### config.mk
export PLATFORM = sky130hd
export DESIGN_NAME = counter_sequencer
export DESIGN_NICKNAME = d
export VERILOG_FILES = /design/src/rtl/counter_seq_pkg.sv /design/src/rtl/tick_gen.sv /design/src/rtl/counter_sequencer.sv
export SDC_FILE = /design/constraint.sdc
export NUM_CORES = 1
export LEC_CHECK = 0
export CAP_MARGIN = 20
export CORE_MARGIN = 4
export CORE_UTILIZATION = 35
export CTS_BUF_LIST = sky130_fd_sc_hd__clkbuf_8
export DETAILED_ROUTE_END_ITERATION = 8
export GPL_TIMING_DRIVEN = 1
export PLACE_DENSITY = 0.59
export SYNTH_ARGS = -nofsm -noshare
export SYNTH_HDL_FRONTEND = slang
export SYNTH_SLANG_ARGS = --single-unit
export TNS_END_PERCENT = 20
### constraint.sdc
create_clock -name clk -period 2.5 [get_ports clk]
set_clock_uncertainty 0.15 [all_clocks]
set_input_delay 0.625 -clock clk [delete_from_list [all_inputs] [get_ports clk]]
set_output_delay 0.625 -clock clk [all_outputs]
set_load 0.03 [all_outputs]
### src/rtl/counter_seq_pkg.sv
// Shared state encoding and direction constants for the counter sequencer.
package counter_seq_pkg;

    typedef enum logic [1:0] {
        IDLE  = 2'd0,
        RUN   = 2'd1,
        PAUSE = 2'd2,
        DONE  = 2'd3
    } seq_state_t;

    localparam logic DIR_UP   = 1'b0;
    localparam logic DIR_DOWN = 1'b1;

endpackage

### src/rtl/tick_gen.sv
// Prescaler producing a step-enable tick once every 2**PRESCALE_BITS enabled cycles.
// The counter freezes when en is low; sclr has priority over en.
module tick_gen #(
    parameter int PRESCALE_BITS = 22
) (
    input  logic clk,
    input  logic rst,
    input  logic en,
    input  logic sclr,
    output logic tick
);

    localparam logic [PRESCALE_BITS-1:0] PRE_ONE = {{(PRESCALE_BITS-1){1'b0}}, 1'b1};
    localparam logic [PRESCALE_BITS-1:0] PRE_MAX = {PRESCALE_BITS{1'b1}};

    logic [PRESCALE_BITS-1:0] prescaler;

    // Prescaler register; the all-ones value wraps to zero by natural overflow.
    always_ff @(posedge clk or posedge rst) begin
        if (rst) begin
            prescaler <= {PRESCALE_BITS{1'b0}};
        end else if (sclr) begin
            prescaler <= {PRESCALE_BITS{1'b0}};
        end else if (en) begin
            prescaler <= prescaler + PRE_ONE;
        end else begin
            prescaler <= prescaler;
        end
    end

    assign tick = (prescaler == PRE_MAX);

endmodule

### src/rtl/counter_sequencer.sv
// Sequencer for a count datapath: start/pause/resume/clear, direction and terminal value.
// Optional AUTO_RELOAD_EN: terminal tick reloads the launch value and stays in RUN.
module counter_sequencer
    import counter_seq_pkg::*;
#(
    parameter int WIDTH         = 4,
    parameter int PRESCALE_BITS = 22
) (
    input  logic             clk,
    input  logic             rst,
    input  logic             start,
    input  logic             stop,
    input  logic             clear,
    input  logic             dir,
    input  logic [WIDTH-1:0] limit,
    output logic [WIDTH-1:0] count,
    output logic             tick,
    output logic             busy,
    output logic             done
);

    localparam logic [WIDTH-1:0] CNT_ZERO = {WIDTH{1'b0}};
    localparam logic [WIDTH-1:0] CNT_ONE  = {{(WIDTH-1){1'b0}}, 1'b1};

    seq_state_t       state, state_next;
    logic [WIDTH-1:0] count_next;
    logic [WIDTH-1:0] limit_lat, limit_next;
    logic             dir_lat, dir_next;
    logic             done_next;
    logic             launch, pause_cmd, pre_en, pre_tick;
    logic [WIDTH-1:0] terminal, reload_val;

    // start outranks stop, so stop only counts as a command when start is low
    assign launch    = !clear && start && ((state == IDLE) || (state == DONE));
    assign pause_cmd = stop && !start;
    assign pre_en    = (state == RUN) && !clear && !pause_cmd;
    assign tick      = pre_en && pre_tick;
    assign busy      = (state == RUN) || (state == PAUSE);
    assign terminal   = (dir_lat == DIR_DOWN) ? CNT_ZERO : limit_lat;
    assign reload_val = (dir_lat == DIR_DOWN) ? limit_lat : CNT_ZERO;

    tick_gen #(
        .PRESCALE_BITS(PRESCALE_BITS)
    ) u_tick_gen (
        .clk  (clk),
        .rst  (rst),
        .en   (pre_en),
        .sclr (clear || launch),
        .tick (pre_tick)
    );

    // Next-state, next-count and done-pulse decode.
    always_comb begin
        state_next = state;
        count_next = count;
        dir_next   = dir_lat;
        limit_next = limit_lat;
        done_next  = 1'b0;
        case (state)
            IDLE, DONE: begin
                if (clear) begin
                    state_next = IDLE;
                    count_next = CNT_ZERO;
                end else if (start) begin
                    state_next = RUN;
                    dir_next   = dir;
                    limit_next = limit;
                    count_next = (dir == DIR_DOWN) ? limit : CNT_ZERO;
                end else begin
                    state_next = state;
                end
            end
            RUN: begin
                if (clear) begin
                    state_next = IDLE;
                    count_next = CNT_ZERO;
                end else if (pause_cmd) begin
                    state_next = PAUSE;
                end else if (pre_tick) begin
                    if (count == terminal) begin
                        done_next = 1'b1;
`ifdef AUTO_RELOAD_EN
                        count_next = reload_val;
`else
                        state_next = DONE;
`endif
                    end else if (dir_lat == DIR_DOWN) begin
                        count_next = count - CNT_ONE;
                    end else begin
                        count_next = count + CNT_ONE;
                    end
                end else begin
                    state_next = RUN;
                end
            end
            PAUSE: begin
                if (clear) begin
                    state_next = IDLE;
                    count_next = CNT_ZERO;
                end else if (start) begin
                    state_next = RUN;
                end else begin
                    state_next = PAUSE;
                end
            end
            default: begin
                state_next = IDLE;
                count_next = CNT_ZERO;
            end
        endcase
    end

    // State, count, launch latches and done pulse registers.
    always_ff @(posedge clk or posedge rst) begin
        if (rst) begin
            state     <= IDLE;
            count     <= CNT_ZERO;
            dir_lat   <= 1'b0;
            limit_lat <= CNT_ZERO;
            done      <= 1'b0;
        end else begin
            state     <= state_next;
            count     <= count_next;
            dir_lat   <= dir_next;
            limit_lat <= limit_next;
            done      <= done_next;
        end
    end

endmodule
# Yosys cells after proc, flatten, opt, wreduce, memory -nomap -nowiden
# Index checks and enable logic that the tools add are counted.
[totals]
regBits = 34
in_bits = 10
output_inout_bits = 7
elab_cells = 66
[op_classes]
n_addsub = 3
eq_ne = 11
n_mux = 27
n_bitwise = 1
n_reduce_logical = 18
[ops]
columns = ["op", "n"]
rows = [
  ["2-to-1 mux 22 bit", 2],
  ["2-to-1 mux 4 bit", 10],
  ["adder 22 x 1 -> 22 bit (second input constant)", 1],
  ["equality test 22 bit (second input constant)", 1],
  ["2-to-1 mux 2 bit", 8],
  ["!= test 3 bit (second input constant)", 4],
  ["one-hot mux 4 bit (3 select lines)", 1],
  ["logical AND 1 bit", 6],
  ["one-hot mux 2 bit (3 select lines)", 1],
  ["2-to-1 mux 1 bit", 5],
  ["!= test 5 x 4 -> 1 bit (second input constant)", 1],
  ["AND reduction 5 bit", 1],
  ["adder 4 x 1 -> 4 bit (second input constant)", 1],
  ["equality test 2 bit (second input constant)", 2],
  ["equality test 4 bit", 1],
  ["subtractor 4 x 1 -> 4 bit (second input constant)", 1],
  ["logical NOT 1 bit", 3],
  ["logical OR 1 bit", 3],
  ["AND reduction 3 bit", 1],
  ["equality test 2 x 1 -> 1 bit (second input constant)", 1],
  ["logical NOT 2 bit", 1],
  ["!= test 2 bit (second input constant)", 1],
  ["AND reduction 2 bit", 1],
  ["nonzero test 2 bit", 1],
  ["2 further kinds", 2],
]

# Longest topological paths before layout
# Gate-level depths: netlist of the first run.
[logic_depth]
word_depth = 7
mapped_depth = 8
ltp_nobuf = 7

# Modules after synthesis
# Synthesis of the first run repeated with hierarchy kept, for this count alone.
[unflattened]
cells_unflattened = 232
area_unflattened_um2 = 2168.3
[modules_own_cells]
columns = ["mod", "n_inst", "cells_per_inst", "area_per_inst_um2"]
rows = [
  ["tick_gen", 1, 126, 1192.4],
  ["counter_sequencer", 1, 106, 975.9],
]

# Worst setup path before layout of the first run
# OpenSTA, ideal clock, no wires.
[synth_timing]
kind = "in2out"
start = "input port clear"
end = "output port tick"
t_arrival_ns = 1.653
required_time_ns = 1.725
path_slack_ns = 0.072
path_stages = 4
n_path_buf = 1
cell_sequence = "buf_6 nand2b_2 nor3_4 and4_4"
[synth_between]
elab_chain_len = 4
[synth_rtl]
columns = ["item", "line_no", "rtl"]
rows = [
  ["from (decl)", "counter_sequencer.sv:13", "input logic clear,"],
  ["logical NOT 1 bit", "counter_sequencer.sv:36", "assign pre_en = (state == RUN) && !clear && !pause_cmd;"],
  ["logical AND 1 bit (2 in series)", "counter_sequencer.sv:36", ""],
  ["logical AND 1 bit", "counter_sequencer.sv:37", "assign tick = pre_en && pre_tick;"],
  ["to (decl)", "counter_sequencer.sv:17", "output logic tick,"],
]
# No other way between the ends.

# Worst setup path after layout of the first run
[layout_timing]
start = "register u_tick_gen.prescaler[0]"
end = "output port tick"
[layout_between]
elab_chain_len = 2
[layout_rtl]
columns = ["item", "line_no", "rtl"]
rows = [
  ["from (decl)", "tick_gen.sv:16", "logic [PRESCALE_BITS-1:0] prescaler;"],
  ["from (signal assigned)", "tick_gen.sv:21", "prescaler <= {PRESCALE_BITS{1'b0}};"],
  ["from (signal assigned)", "tick_gen.sv:23", "prescaler <= {PRESCALE_BITS{1'b0}};"],
  ["from (signal assigned)", "tick_gen.sv:25", "prescaler <= prescaler + PRE_ONE;"],
  ["equality test 22 bit", "tick_gen.sv:31", "assign tick = (prescaler == PRE_MAX);"],
  ["logical AND 1 bit", "counter_sequencer.sv:37", ""],
]
# No other way between the ends.

==> results.md, run 1 <==
- The flow ran to the end, and the final reports show no timing, DRC or antenna violations.
- The worst hold path begins at u_tick_gen.prescaler[7]$_DFFE_PP0P_.
- Along the worst hold path, the cell count comes to 2.
- Power spread over the standard cell area amounts to 558 nW/um^2.
- Of the available clock period, the critical path in the final layout requires a little over nine tenths.
- At the pin with the least slew margin, the transition time is 0.476 ns.
- The end point of the worst hold path is u_tick_gen.prescaler[7]$_DFFE_PP0P_.
- The region available for standard cell placement spans 5540 um^2.
- The completed layout was analyzed and its total power is approximately 1400 uW.
- Summing every instance area after synthesis gives 2020 um^2.
- The worst slew margin relative to its limit is 68.0%.
- The worst setup path is captured at a primary output.
- A synthesized cell averages 10.3 um^2.
- The post-place instance area is 2350 um^2.
- Once detailed placement completed, the half-perimeter wirelength came to 2.81 mm.
- The clock transition at the registers of the reported paths is 0.08 ns.
- The number of global-route vias before repair was 1569.
- The number of synthesized flops with an enable pin is 0.
- The remaining antenna violation count after routing is 0.
- The synthesized net count is 212.
- The fraction of final layout cells with drive strength greater than 1 is 19.0%.
- The H-tree was split into 2 levels.
- The largest single stage delay on the critical path is ~0.4 ns.
- For this run, the post-layout net count is between 200 and 250.
- Global routing used 12.9% of the available tracks.
- The worst path in the final design needs a cycle of 2.40 ns, including I/O delays and setup.
- The number of antenna violations at the first check in global routing is 0.
- The DRC violation count after routing is 0.
- Setup repair after global routing left no endpoint under its margin.
- Summing the sequential cell areas from Yosys gives 42.2% of the chip area.
- The logic depth of the worst register-to-register path is 8.
- The dominant register cell in the synthesized netlist is sky130_fd_sc_hd__dfrtp_1.
- The combinational cell fraction of total power is a little under a quarter.
- In the synthesized netlist the async set-or-reset flop fraction comes to 100%.
- The insertion delay to the later sink of the worst-skew pair is about 0.29 ns.
- The worst setup path is of the reg2out kind.
- The routing usage on met1 is 17.3%.
- The count of cell types in the netlist is 46.
- Global routing consumed, on the met3 layer, 3.06% of the routing resources.
- The number of violations of the max-capacitance limit is 0.
- The iteration count of the initial detailed-routing pass is 4.
- The TritonCTS clock tree is yes.
- The critical path data arrival time is 1.62 ns.
- The area enclosed by the die boundary is 7050 um^2.
- In this run, post-CTS hold repair placed 0 buffers.
- The data required time at the worst endpoint is 1.73 ns.
- The repair_antennas step left the layout with diodes totalling 0.
- In this run the tool buffered the top-level ports with 16 buffer cells.
- The slowest library cell on the worst path is sky130_fd_sc_hd__dfrtp_1.
- The first-pass GRT wire length is 7.37 mm.
- The finished layout holds approximately 300 standard cells, fillers aside.
- The number of fillers in the final layout is 544.
- The clock sink count is 34.
- Summed over all cells, the static leakage comes to 0.00111 uW.
- After the first detailed-routing iteration, the DRC count stood at 76.
- The post-route cell area is 2460 um^2.
- Global routing used 19.7% of the available met2 tracks.
- For this run the aggregate overflow at the end of global routing stands at 0.
- For this run, the number of Yosys warnings is 0.
- Clock tree synthesis inserted a total of 5 buffers.
- The power spent charging and discharging nets is 410 uW.
- The placer's final routability congestion estimate is 0.789.
- Counting both buffers and inverters, the worst setup path holds a total of 1.
- The fraction of power consumed by the clock network is 30.5%.
- Summing over every cut layer, the via total after detailed routing is 1522.
- After detailed routing, the number of vias per cell comes to 5.02.
- The final layout contains routed wiring with a total length of 4.08 mm.
- The total setup violations reported at the end of the flow is 0.
- Across the VDD grid, the largest voltage drop is 0.228 mV.
- The startpoint identified for the worst register-to-register timing path is state[0]$_DFFE_PP0P_.
- The worst setup path is launched from a flop.
- The most heavily used metal layer in global routing is met2.
- The maximum net fanout on the critical path is 4.
- Net switching is 29.9% of the power.
- The internal portion of the total power is 963 uW.
- The class of the worst hold path is reg2reg.
- The reg-to-reg setup timing slack is 0.31 ns.
- The floorplan die height is 83.9 um.
- The highest achievable clock rate is ~420 MHz.
- Setup slack closes at 0.104 ns.
- Relative to the synthesized area, the layout overhead comes to 21.9%.
- The worst hold margin is 0.383 ns.
- The number of pins with negative max-slew slack in the final report was 0.
- In this run, placement finished with an instance count of 294.
- The number of synthesized register bits is 34.
- The die is between 80 and 90 um wide.
- In this run the deepest clock path goes through 2 buffers.
- The routed wirelength normalized by instance count is 13.5 um.
- On the critical path the largest part of the delay comes from simple AND/OR/NAND/NOR gates.
- The worst setup slack before clock tree synthesis is -0.108 ns.
- The initial utilization of the core area, before any placement, comes to 36.4%.
- The share of power burned in registers is 46.2%.
- Row generation in the floorplan step produced 27 rows.
- Entering global routing, the biggest net connects 35 pins.
- Traced cell by cell, the critical path runs through ha_1 > nand3_1 > nor3_4 > and4_4 > buf_6.
- The number of hold-slack violations in the final timing report is 0.
- In the synthesized netlist, the number of instances is 196.
- The endpoint identified for the worst register-to-register timing path is count[0]$_DFFE_PP0P_.
- The clock root buffer is sky130_fd_sc_hd__clkbuf_8.
- The number of ports placed on the die boundary is 17.
==> flip-flops by register name (all words and copies together) (netlist names) <==
| name | count |
|---|---|
| count | 4 |
| dir_lat | 1 |
| done | 1 |
| limit_lat | 4 |
| state | 2 |
| u_tick_gen.prescaler | 22 |
==> power groups by stage <==
stage                     registers [uW]  clock network (uW)  logic [uW]
after floorplan                      645                   0         213
after CTS                            633                 440         323
final                                634                 418         321
after global routing                 639                 463         357
after detailed placement             643                   0         321
after global placement               641                   0         322
==> final cells by class <==
cell class              instances  area [um^2]  area share (%)
multi-input cells             151         1120            45.6
inverters                       5         18.8           0.763
flip-flops and latches         34          851            34.6
well taps                      72         90.1            3.66
repair buffers                 33          289            11.7
clock inverters                 2         8.76           0.356
clock buffers                   6         82.6            3.36
==> kinds of logic after synthesis <==
logic type               synth area share [%]
AND/OR/NAND/NOR                          24.6
flip-flops                               42.2
AO/OA/AOI/OAI                            10.4
XOR/XNOR                                 10.8
buffers and inverters                    2.91
multiplexers                             5.02
adder cells (fa/ha/maj)                  4.09
==> routing by layer <==
layer | wire [um] | part of all wire, % | vias up
li1 | - | - | 764
met1 | 1950 | 48 | 728
met2 | 1880 | 46 | 20
met3 | 137 | 3.4 | 10
met4 | 116 | 2.8 | 0
met5 | 0 | 0 | -
==> cells in the final DEF (no fill, tap or decap), types with 2 or more instances in the layout <==
cell,instances
sky130_fd_sc_hd__dfrtp_1,34
sky130_fd_sc_hd__nand2_1,12
sky130_fd_sc_hd__a21oi_1,8
sky130_fd_sc_hd__and4_1,3
sky130_fd_sc_hd__nand4_1,11
sky130_fd_sc_hd__o21ba_1,2
sky130_fd_sc_hd__and2_1,4
sky130_fd_sc_hd__nor3_1,4
sky130_fd_sc_hd__a32o_1,2
sky130_fd_sc_hd__dlygate4sd2_1,2
sky130_fd_sc_hd__o21ai_0,4
sky130_fd_sc_hd__ha_1,5
sky130_fd_sc_hd__clkdlybuf4s50_1,11
sky130_fd_sc_hd__clkbuf_8,6
sky130_fd_sc_hd__inv_1,6
sky130_fd_sc_hd__nand3b_1,2
sky130_fd_sc_hd__o2bb2ai_1,2
sky130_fd_sc_hd__xnor2_1,5
sky130_fd_sc_hd__xor2_1,20
sky130_fd_sc_hd__nand3_1,5
sky130_fd_sc_hd__mux2_2,5
sky130_fd_sc_hd__and3_1,5
sky130_fd_sc_hd__nor2_1,26
sky130_fd_sc_hd__mux2_4,3
sky130_fd_sc_hd__buf_4,17
==> cell usage after synthesis (2+ instances only) <==
| master | count | area (um^2) |
|---|---|---|
| sky130_fd_sc_hd__xnor2_1 | 5 | 43.8 |
| sky130_fd_sc_hd__nor2b_1 | 2 | 12.5 |
| sky130_fd_sc_hd__buf_6 | 2 | 22.5 |
| sky130_fd_sc_hd__nand3b_1 | 2 | 15.0 |
| sky130_fd_sc_hd__inv_1 | 5 | 18.8 |
| sky130_fd_sc_hd__ha_1 | 5 | 62.6 |
| sky130_fd_sc_hd__dfrtp_1 | 34 | 851 |
| sky130_fd_sc_hd__o2bb2ai_1 | 2 | 17.5 |
| sky130_fd_sc_hd__nand2_1 | 12 | 45.0 |
| sky130_fd_sc_hd__mux2_2 | 5 | 56.3 |
| sky130_fd_sc_hd__nor3_1 | 4 | 20.0 |
| sky130_fd_sc_hd__and3_1 | 5 | 31.3 |
| sky130_fd_sc_hd__and2_1 | 4 | 25.0 |
| sky130_fd_sc_hd__nor2_1 | 26 | 97.6 |
| sky130_fd_sc_hd__a21oi_1 | 8 | 40.0 |
| sky130_fd_sc_hd__xor2_1 | 20 | 175 |
| sky130_fd_sc_hd__mux2_4 | 3 | 45.0 |
| sky130_fd_sc_hd__o21ai_0 | 4 | 20.0 |
| sky130_fd_sc_hd__o21ba_1 | 2 | 20.0 |
| sky130_fd_sc_hd__nand4_1 | 11 | 68.8 |
| sky130_fd_sc_hd__a32o_1 | 2 | 20.0 |
| sky130_fd_sc_hd__buf_2 | 2 | 10.0 |
| sky130_fd_sc_hd__buf_1 | 2 | 7.51 |
| sky130_fd_sc_hd__and4_1 | 3 | 26.3 |
| sky130_fd_sc_hd__nand3_1 | 5 | 25.0 |
==> tightest hold or removal path, cell delays in order (launching register included) <==
cell	delay, ns
sky130_fd_sc_hd__dfrtp_1	0.36
sky130_fd_sc_hd__xor2_1	0.07
sky130_fd_sc_hd__nor2_1	0.07
==> worst max-delay path by stage <==
stage / cells past startpoint / startpoint / to
detailed placement: 5 / clear / tick
floorplan: 4 / clear / tick
CTS: 5 / clear / tick
global route: 4 / state[0]$_DFFE_PP0P_ / busy
global placement: 5 / clear / tick
finish: 5 / u_tick_gen.prescaler[0]$_DFFE_PP0P_ / tick
==> through the flow <==
stage / utilization (%) / setup TNS [ns]
floorplan: - / 0
CTS: 44.2 / 0
detailed placement: 42.3 / -0.165
finish: 44.4 / 0
global route: 44.4 / 0
global placement: 42.3 / -0.0950
==> repair_timing <==
| item | CTS | global route |
|---|---|---|
| gates resized for setup | 7 | 2 |
| endpoints found under the setup margin | 2 | 2 |
| pin swaps | 1 | 2 |
| setup buffers | 0 | 1 |
(Power assumes the default switching activity.)
==> inputs of run 2 (changes only) <==
--- a/config.mk
+++ b/config.mk
@@ -6,12 +6,13 @@
 export NUM_CORES = 1
 export LEC_CHECK = 0
 export CAP_MARGIN = 20
-export CORE_MARGIN = 4
+export CORE_MARGIN = 3
 export CORE_UTILIZATION = 35
 export CTS_BUF_LIST = sky130_fd_sc_hd__clkbuf_8
 export DETAILED_ROUTE_END_ITERATION = 8
 export GPL_TIMING_DRIVEN = 1
-export PLACE_DENSITY = 0.59
+export PLACE_DENSITY_LB_ADDON = 0.25
+export RECOVER_POWER = 25
 export SYNTH_ARGS = -nofsm -noshare
 export SYNTH_HDL_FRONTEND = slang
 export SYNTH_SLANG_ARGS = --single-unit
==> run 2 against run 1 <==
Net effect:
- power fell by 0.52%
- worst setup slack improved by 0.034 ns
- first-iteration DRC count fell by 30%
- critical path type unchanged
- sequential share of layout area fell by 0.33 points
- combinational power rose by 2%
- sequential power barely moved
- critical path depth did not move
==> results.md, run 2 (synthesis gave the netlist of run 1 again) <==
- The number of pins with negative max-slew slack in the final report was 0.
- Net switching is 29.1% of the power.
- In the final layout, the registers with the most flip-flops are u_tick_gen.prescaler: 22 flops, count: 4 flops, limit_lat: 4 flops.
- The critical path starts at u_tick_gen.prescaler[0]$_DFFE_PP0P_.
- The number of ports placed on the die boundary is 17.
- The type of destination of the critical path is a primary output.
- The floorplan die height is roughly 82 um.
- The worst setup path is launched from a flop.
- In this run the worst path has a maximum fanout of 4.
- In the final routed layout, each cell accounts on average for ~13 um.
- The first detailed-routing pass took 4 iterations.
- The final clock period utilization by the worst path is 94.5%.
- The total clock buffers created by CTS is 5.
- The fraction of power consumed by the clock network is between 20% and 30%.
- OpenSTA, run right after detailed placement, puts the worst setup slack at -0.0979 ns.
- The analysis attributes to cell leakage a power of between 0.001 and 0.0015 uW.
- Detailed placement ended at an HPWL of 2.86 mm.
- At the worst endpoint, the required time is 1.73 ns.
- Counting instances, the worst hold path has a depth of 1.
- The number of buffers between clock root and the deepest sink is 2.
- The total setup violations reported at the end of the flow is 0.
- The design internal power is ~970 uW.
- The fraction of the core area covered by cells at the end of the flow is 44.9%.
- After global routing the overflow that remains totals 0.
- The clock root buffer is sky130_fd_sc_hd__clkbuf_8.
- The flip-flop count of the largest register after layout is 22.
- The share of power burned in registers is a little under half.
- The multi-input combinational cells in the finished layout cover a total of 1120 um^2.
- Counting both buffers and inverters, the worst setup path holds a total of 1.
- In the layout the commonest cells are sky130_fd_sc_hd__dfrtp_1, sky130_fd_sc_hd__nor2_1, sky130_fd_sc_hd__xor2_1, sky130_fd_sc_hd__buf_4, sky130_fd_sc_hd__nand2_1.
- The most heavily used metal layer in global routing is met2.
- The number of design-rule violations left by the first detailed-router iteration is 53.
- The areal power density over the cells is 550 nW/um^2.
- The clock transition at the registers of the reported paths is roughly 0.06 ns.
- The logic depth of the worst register-to-register path is 8.
- Max-cap violations in this run came to 0.
- On the critical path, the stage with the largest delay is an instance of sky130_fd_sc_hd__dfrtp_1.
- The worst IR drop on VDD is 0.250 mV.
- The critical path data arrival time is 1.59 ns.
- The combinational cell fraction of total power is a little under a quarter.
- The number of antenna violations at the first check in global routing is 0.
- From left edge to right edge, the die measures ~80 um.
- The clock sink count is 34.
- The count of nets after finishing is 247.
- The most common cell after layout, fill and taps aside is sky130_fd_sc_hd__dfrtp_1.
- The min-delay analysis places its worst path in the category reg2reg.
- Across every metal layer, demand over resource in global routing totals 13.5%.
- The worst register-to-register path has a setup slack of 0.31 ns.
- The worst slew margin relative to its limit is approximately 44%.
- The initial utilization of the core area, before any placement, comes to 36.4%.
- u_tick_gen.prescaler holds more flip-flops than any other register.
- The total placed cells including tap cells is a little under 300.
- After routing, the total negative slack on setup checks comes to 0 ns.
- The worst path in the final design needs a cycle of between 2 and 2.5 ns, including I/O delays and setup.
- The number of buffers added to fix hold violations after cts is 0.
- Entering global routing, the biggest net connects 35 pins.
- After detailed routing, the total wire length is 3.99 mm.
- The run finished with clean final reports.
- The TritonCTS clock tree is yes.
- The area growth from synthesis to layout is 23.1%.
- The highest achievable clock rate is 423 MHz.
- The total power after layout is between 1000 and 1500 uW.
- At the pin with the least slew margin, the transition time is 0.836 ns.
- In this run the tool buffered the top-level ports with 16 buffer cells.
- The routing usage on met1 is between 15 and 20%.
- The area enclosed by the die boundary is 6710 um^2.
- Traced cell by cell, the critical path runs through ha_1 > nand3_1 > nor3_4 > and4_4 > buf_6.
- The kind of cell with the highest combined delay along the critical path is simple AND/OR/NAND/NOR gates.
- The total via count after detailed routing is about 1500.
- The critical path class is reg2out.
- Across the whole layout, storage elements account for 851 um^2.
- The standard cell core area is 5540 um^2.
- For this design the total switching power over the nets is approximately 400 uW.
- Global routing used 21.8% of the available met2 tracks.
- The met3 routing resource usage after global routing is 3.29%.
- The number of global-route vias before repair is 1494.
- The worst hold path begins at state[0]$_DFFE_PP0P_.
- In the final layout, the share of cells above drive strength 1 is 19.4%.
- Setup repair after global routing left no endpoint under its margin.
- Clock latency on the worst-skew pair, taken at its later pin, is 0.28 ns.
- The remaining antenna violation count after routing is 0.
- The largest single stage delay on the critical path is 0.40 ns.
- The number of H-tree levels is 2.
- Setup slack on the critical path of the routed design comes to 0.138 ns.
- The startpoint identified for the worst register-to-register timing path is state[0]$_DFFE_PP0P_.
- For this run, design rule violations remaining after detail routing come to 0.
- Counting the fill cells in the layout gives 549.
- The number of hold-slack violations in the final timing report came to 0.
- The congestion estimate from routability-driven global placement came to ~0.76.
- The number of placement rows is 27.
- The first global-routing pass estimated 6.91 mm of wire.
- The count of antenna diodes in the layout is 0.
- The count of placed standard cells in the final layout, fillers left out is 304.
- Dividing the detail-routed via count by the number of cells gives 4.98.
- The logic depth of the worst path, buffers included is 5.
## run 2: per-stage QoR
stage,hold WS [ns],cell area [um^2]
floorplan,0.342,2020
detailed placement,0.362,2370
global route,0.400,2480
finish,0.373,2480
global placement,0.364,2370
CTS,0.377,2460
## run 2: repair_timing
action	4_1_cts	5_1_grt
endpoints found under the setup margin	2	1
gates resized for setup	3	5
pin swaps	0	2
buffers inserted	0	1
## run 2: area by class of cell
| cell class | instances | area share (%) |
|---|---|---|
| sequential | 34 | 34.2 |
| inverter | 5 | 0.755 |
| timing repair buffer | 34 | 12.6 |
| tap | 72 | 3.63 |
| clock inverter | 2 | 0.352 |
| clock buffer | 6 | 3.32 |
| multi-input combinational | 151 | 45.1 |
## run 2: power by group through the flow
| stage | Sequential (uW) | Combinational (uW) | Clock [uW] |
|---|---|---|---|
| 2_1_floorplan | 645 | 213 | 0 |
| 4_1_cts | 632 | 333 | 430 |
| 5_1_grt | 640 | 358 | 454 |
| 6_report | 632 | 328 | 406 |
| 3_3_place_gp | 642 | 329 | 0 |
| 3_5_place_dp | 643 | 331 | 0 |
## run 2: path summary, 6_finish.rpt
kind / end
worst max-delay path: tick
worst min-delay path: state[0]$_DFFE_PP0P_
worst max register to register: count[0]$_DFFE_PP0P_
worst min register to register: state[0]$_DFFE_PP0P_
max in group asynchronous: u_tick_gen.prescaler[0]$_DFFE_PP0P_
min in group asynchronous: limit_lat[1]$_DFFE_PP0P_
## run 2: layer usage
| metal | part of all wire [%] | routed length, um | up-vias |
|---|---|---|---|
| met5 | 0 | 0 | - |
| met4 | 1.3 | 50 | 0 |
| met3 | 3.7 | 146 | 4 |
| met2 | 46 | 1840 | 27 |
| met1 | 49 | 1960 | 716 |
| li1 | - | - | 766 |
## run 2: worst reg2reg max path, cell delays in order, from the launching register on
cell,delay [ns]
sky130_fd_sc_hd__dfrtp_1,0.37
sky130_fd_sc_hd__inv_1,0.05
sky130_fd_sc_hd__ha_1,0.30
sky130_fd_sc_hd__buf_4,0.14
sky130_fd_sc_hd__nor2b_1,0.18
sky130_fd_sc_hd__nor3_1,0.08
sky130_fd_sc_hd__or2_2,0.28
sky130_fd_sc_hd__a31o_4,0.24
sky130_fd_sc_hd__mux2_4,0.29
==> inputs of run 3 (changes only) <==
--- a/config.mk
+++ b/config.mk
@@ -7,7 +7,7 @@
 export LEC_CHECK = 0
 export CAP_MARGIN = 20
 export CORE_MARGIN = 3
-export CORE_UTILIZATION = 35
+export CORE_UTILIZATION = 55
 export CTS_BUF_LIST = sky130_fd_sc_hd__clkbuf_8
 export DETAILED_ROUTE_END_ITERATION = 8
 export GPL_TIMING_DRIVEN = 1
==> run 3 against run 2 <==
Net effect:
- power increased by 6.3%
- maximum frequency is 1.8% lower
- hold slack improved by 0.012 ns
- critical endpoint unchanged
- largest power group unchanged
==> results.md, run 3 (synthesis gave the netlist of run 1 again) <==
- The number of cells on the worst reg-to-reg path is 8.
- Data arrives at the worst endpoint at 1.63 ns.
- The slew at the pin closest to its max-slew limit is 0.836 ns.
- The register with the most flip-flops in the layout has 22 of them.
- Together, buffers and inverters on the worst path number 1.
- The share of power burned in registers is a little over two fifths.
- In the layout the commonest cells are sky130_fd_sc_hd__dfrtp_1, sky130_fd_sc_hd__nor2_1, sky130_fd_sc_hd__xor2_1, sky130_fd_sc_hd__buf_4, sky130_fd_sc_hd__nand2_1.
- The type of destination of the critical path is a primary output.
- In this run the deepest clock path goes through 2 buffers.
- The iteration count of the initial detailed-routing pass is 4.
- Setup repair after global routing left no endpoint under its margin.
- The standard cell core area is ~3400 um^2.
- The final clock period utilization by the worst path is slightly below 100%.
- The tree built by TritonCTS fans out to 34 sinks.
- TritonCTS created 5 clock buffers.
- The endpoint of the lowest-slack register-to-register path is count[0]$_DFFE_PP0P_.
- In this run the number of H-tree levels came out at 2.
- The floorplan die height is ~67 um.
- The largest register by flop count is u_tick_gen.prescaler.
- The detailed router finished its first iteration with 89 violations.
- STA classifies the critical path startpoint as a flop.
- For this run, design rule violations remaining after detail routing come to 0.
- Internal power comes to between 1000 and 1500 uW.
- Net switching is between 20% and 30% of the power.
- VDD sags by at most 0.422 mV.
- The cell family contributing the most delay on the critical path is simple AND/OR/NAND/NOR gates.
- Summed over all failing endpoints, the final setup total negative slack is 0 ns.
- In this run the tool buffered the top-level ports with 16 buffer cells.
- The placer's final routability congestion estimate is 0.936.
- Global routing consumed, over all layers together, 21.5% of the routing resources.
- The remaining antenna violation count after routing is 0.
- In this run the static leakage power is approximately 0.0011 uW.
- The largest registers in the layout are u_tick_gen.prescaler: 22 flops, count: 4 flops, limit_lat: 4 flops.
- At the later pin of the worst-skew pair, clock insertion delay measures 0.28 ns.
- The delay of the slowest cell on the worst path is 0.41 ns.
- The total wire length after detailed routing is 4.04 mm.
- The routed wirelength normalized by instance count is 14.7 um.
- Counting instances, the worst hold path has a depth of 2.
- Per report_power, the clock group accounts for 34.3% of the total.
- The number of global-route vias before repair is 1559.
- The startpoint identified for the worst register-to-register timing path is state[0]$_DFFE_PP0P_.
- The start point of the worst hold path is u_tick_gen.prescaler[9]$_DFFE_PP0P_.
- The end point of the worst hold path is u_tick_gen.prescaler[9]$_DFFE_PP0P_.
- The fraction of final layout cells with drive strength greater than 1 is 18.4%.
- Summing all flip-flop and latch instances after layout gives 851 um^2.
- Leaving out fill and tap cells, the most frequent cell in the layout is sky130_fd_sc_hd__dfrtp_1.
- The critical path class is reg2out.
- Detailed placement finished with a half-perimeter wire length of 2.98 mm.
- The areal power density over the cells is 595 nW/um^2.
- The slowest library cell on the worst path is sky130_fd_sc_hd__dfrtp_1.
- The critical path goes through ha_1 > nand3_1 > nor3_4 > and4_4 > buf_6.
- Summing over every cut layer, the via total after detailed routing is 1584.
- The worst slew margin relative to its limit is between 40 and 50%.
- The synthesis-to-finish area growth is 20.8%.
- The combinational cell fraction of total power is 22.0%.
- CTS placed an instance of sky130_fd_sc_hd__clkbuf_8 at the clock tree root.
- The x dimension of the die is 66.6 um.
- Setup slack on the worst reg-to-reg path comes out at 0.34 ns.
- Final hold analysis gives a worst-case slack of 0.385 ns.
- The number of antenna violations at the first check in global routing is 0.
- Along the worst path, the maximum fanout reaches 4.
- In this run the worst hold path is classified as reg2reg.
- Dividing the detail-routed via count by the number of cells gives just under 6.
- The total area of multi-input combinational cells is 1120 um^2.
- The highest achievable clock rate is 416 MHz.
- The count of nets after finishing is 244.
- The TritonCTS clock tree is yes.
- Setup violations remaining at the end of the flow were counted as 0.
- The count of antenna diodes in the layout is 0.
- Entering global routing, the biggest net connects 35 pins.
- Counting the fill cells in the layout gives 261.
- For the worst setup path, the data required time is 1.73 ns.
- Summed over all nets, the switching power comes to 391 uW.
- The critical path starts at u_tick_gen.prescaler[0]$_DFFE_PP0P_.
- The first global-routing pass estimated around 7 mm of wire.
- The initial standard-cell utilization of the core is 58.6%.
- The number of pins with negative max-slew slack in the final report is 0.
- The number of violations of the max-capacitance limit is 0.
- Pin placement for this block handled 17 I/O pins.
- The time the worst path needs with I/O delays and setup is 2.41 ns.
- The floorplan has 21 rows.
- Clock-pin slew was measured on the worst setup and hold paths at 0.07 ns.
- The run finished with clean final reports.
- The area enclosed by the die boundary is 4430 um^2.
- The total overflow left after global routing is 0.
- The number of hold-slack violations in the final timing report is 0.
-- run 3: cell count changes in the layout (fill, tap and decap cells not counted) --
cell / delta
sky130_fd_sc_hd__inv_1: -1
sky130_fd_sc_hd__buf_4: -2
sky130_fd_sc_hd__buf_12: -1
sky130_fd_sc_hd__bufinv_16: +1
sky130_fd_sc_hd__clkinv_2: -1
-- run 3: per-stage QoR --
step           total power (uW)  instance area (um^2)  utilization (%)  instances  setup slack, ns
2_1_floorplan               858                  2020                -        196           0.0725
3_3_place_gp                945                  2300             66.8        266           -0.107
3_5_place_dp                963                  2300             66.8        266           -0.151
4_1_cts                    1460                  2420             70.3        273          -0.0507
5_1_grt                    1530                  2440             70.8        274           0.0139
6_report                   1450                  2440             70.8        274           0.0941
-- run 3: layout make-up --
cell class	count	area share, %
Clock buffer	6	3.39
Clock inverter	1	1.23
Inverter	5	0.770
Multi-Input combinational cell	151	46.0
Sequential cell	34	34.9
Tap cell	46	2.36
Timing Repair Buffer	31	11.4
-- run 3: how the worst max path moves through the flow --
stage                       to  depth (start not counted)  slack, ns
after floorplan           tick                          4       0.07
after global placement    tick                          5      -0.11
after detailed placement  tick                          5      -0.15
after CTS                 tick                          5      -0.05
after global routing      tick                          5       0.01
final                     tick                          5       0.09
-- run 3: worst reg2reg max path, stage by stage (launching register included) --
cell                      delay, ns
sky130_fd_sc_hd__dfrtp_1       0.37
sky130_fd_sc_hd__inv_1         0.06
sky130_fd_sc_hd__ha_1          0.29
sky130_fd_sc_hd__buf_4         0.13
sky130_fd_sc_hd__nor2b_1       0.17
sky130_fd_sc_hd__nor3_1        0.07
sky130_fd_sc_hd__or2_2         0.28
sky130_fd_sc_hd__a31o_4        0.24
sky130_fd_sc_hd__mux2_4        0.29
-- run 3: timing repair --
item                                   CTS  global route
pin swaps                                1             1
hold buffers                             0             0
resized for setup                        3             5
endpoints found under the hold margin    0             0
setup endpoints to repair                2             1
setup buffers                            0             1
-- run 3: power by group through the flow --
stage / sequential, uW / clock [uW] / combinational (uW)
global placement: 638 / 0 / 307
finish: 634 / 498 / 319
floorplan: 645 / 0 / 213
global route: 641 / 539 / 350
CTS: 633 / 510 / 322
detailed placement: 644 / 0 / 319
-- run 3: layer usage --
metal | GRT usage (%) | share of wire (%) | vias up
met3 | 4.72 | 4.2 | 6
met1 | 28.1 | 44 | 786
li1 | - | - | 759
met4 | 7.61 | 1.5 | 0
met2 | 35.0 | 50 | 33
met5 | 0 | 0 | -
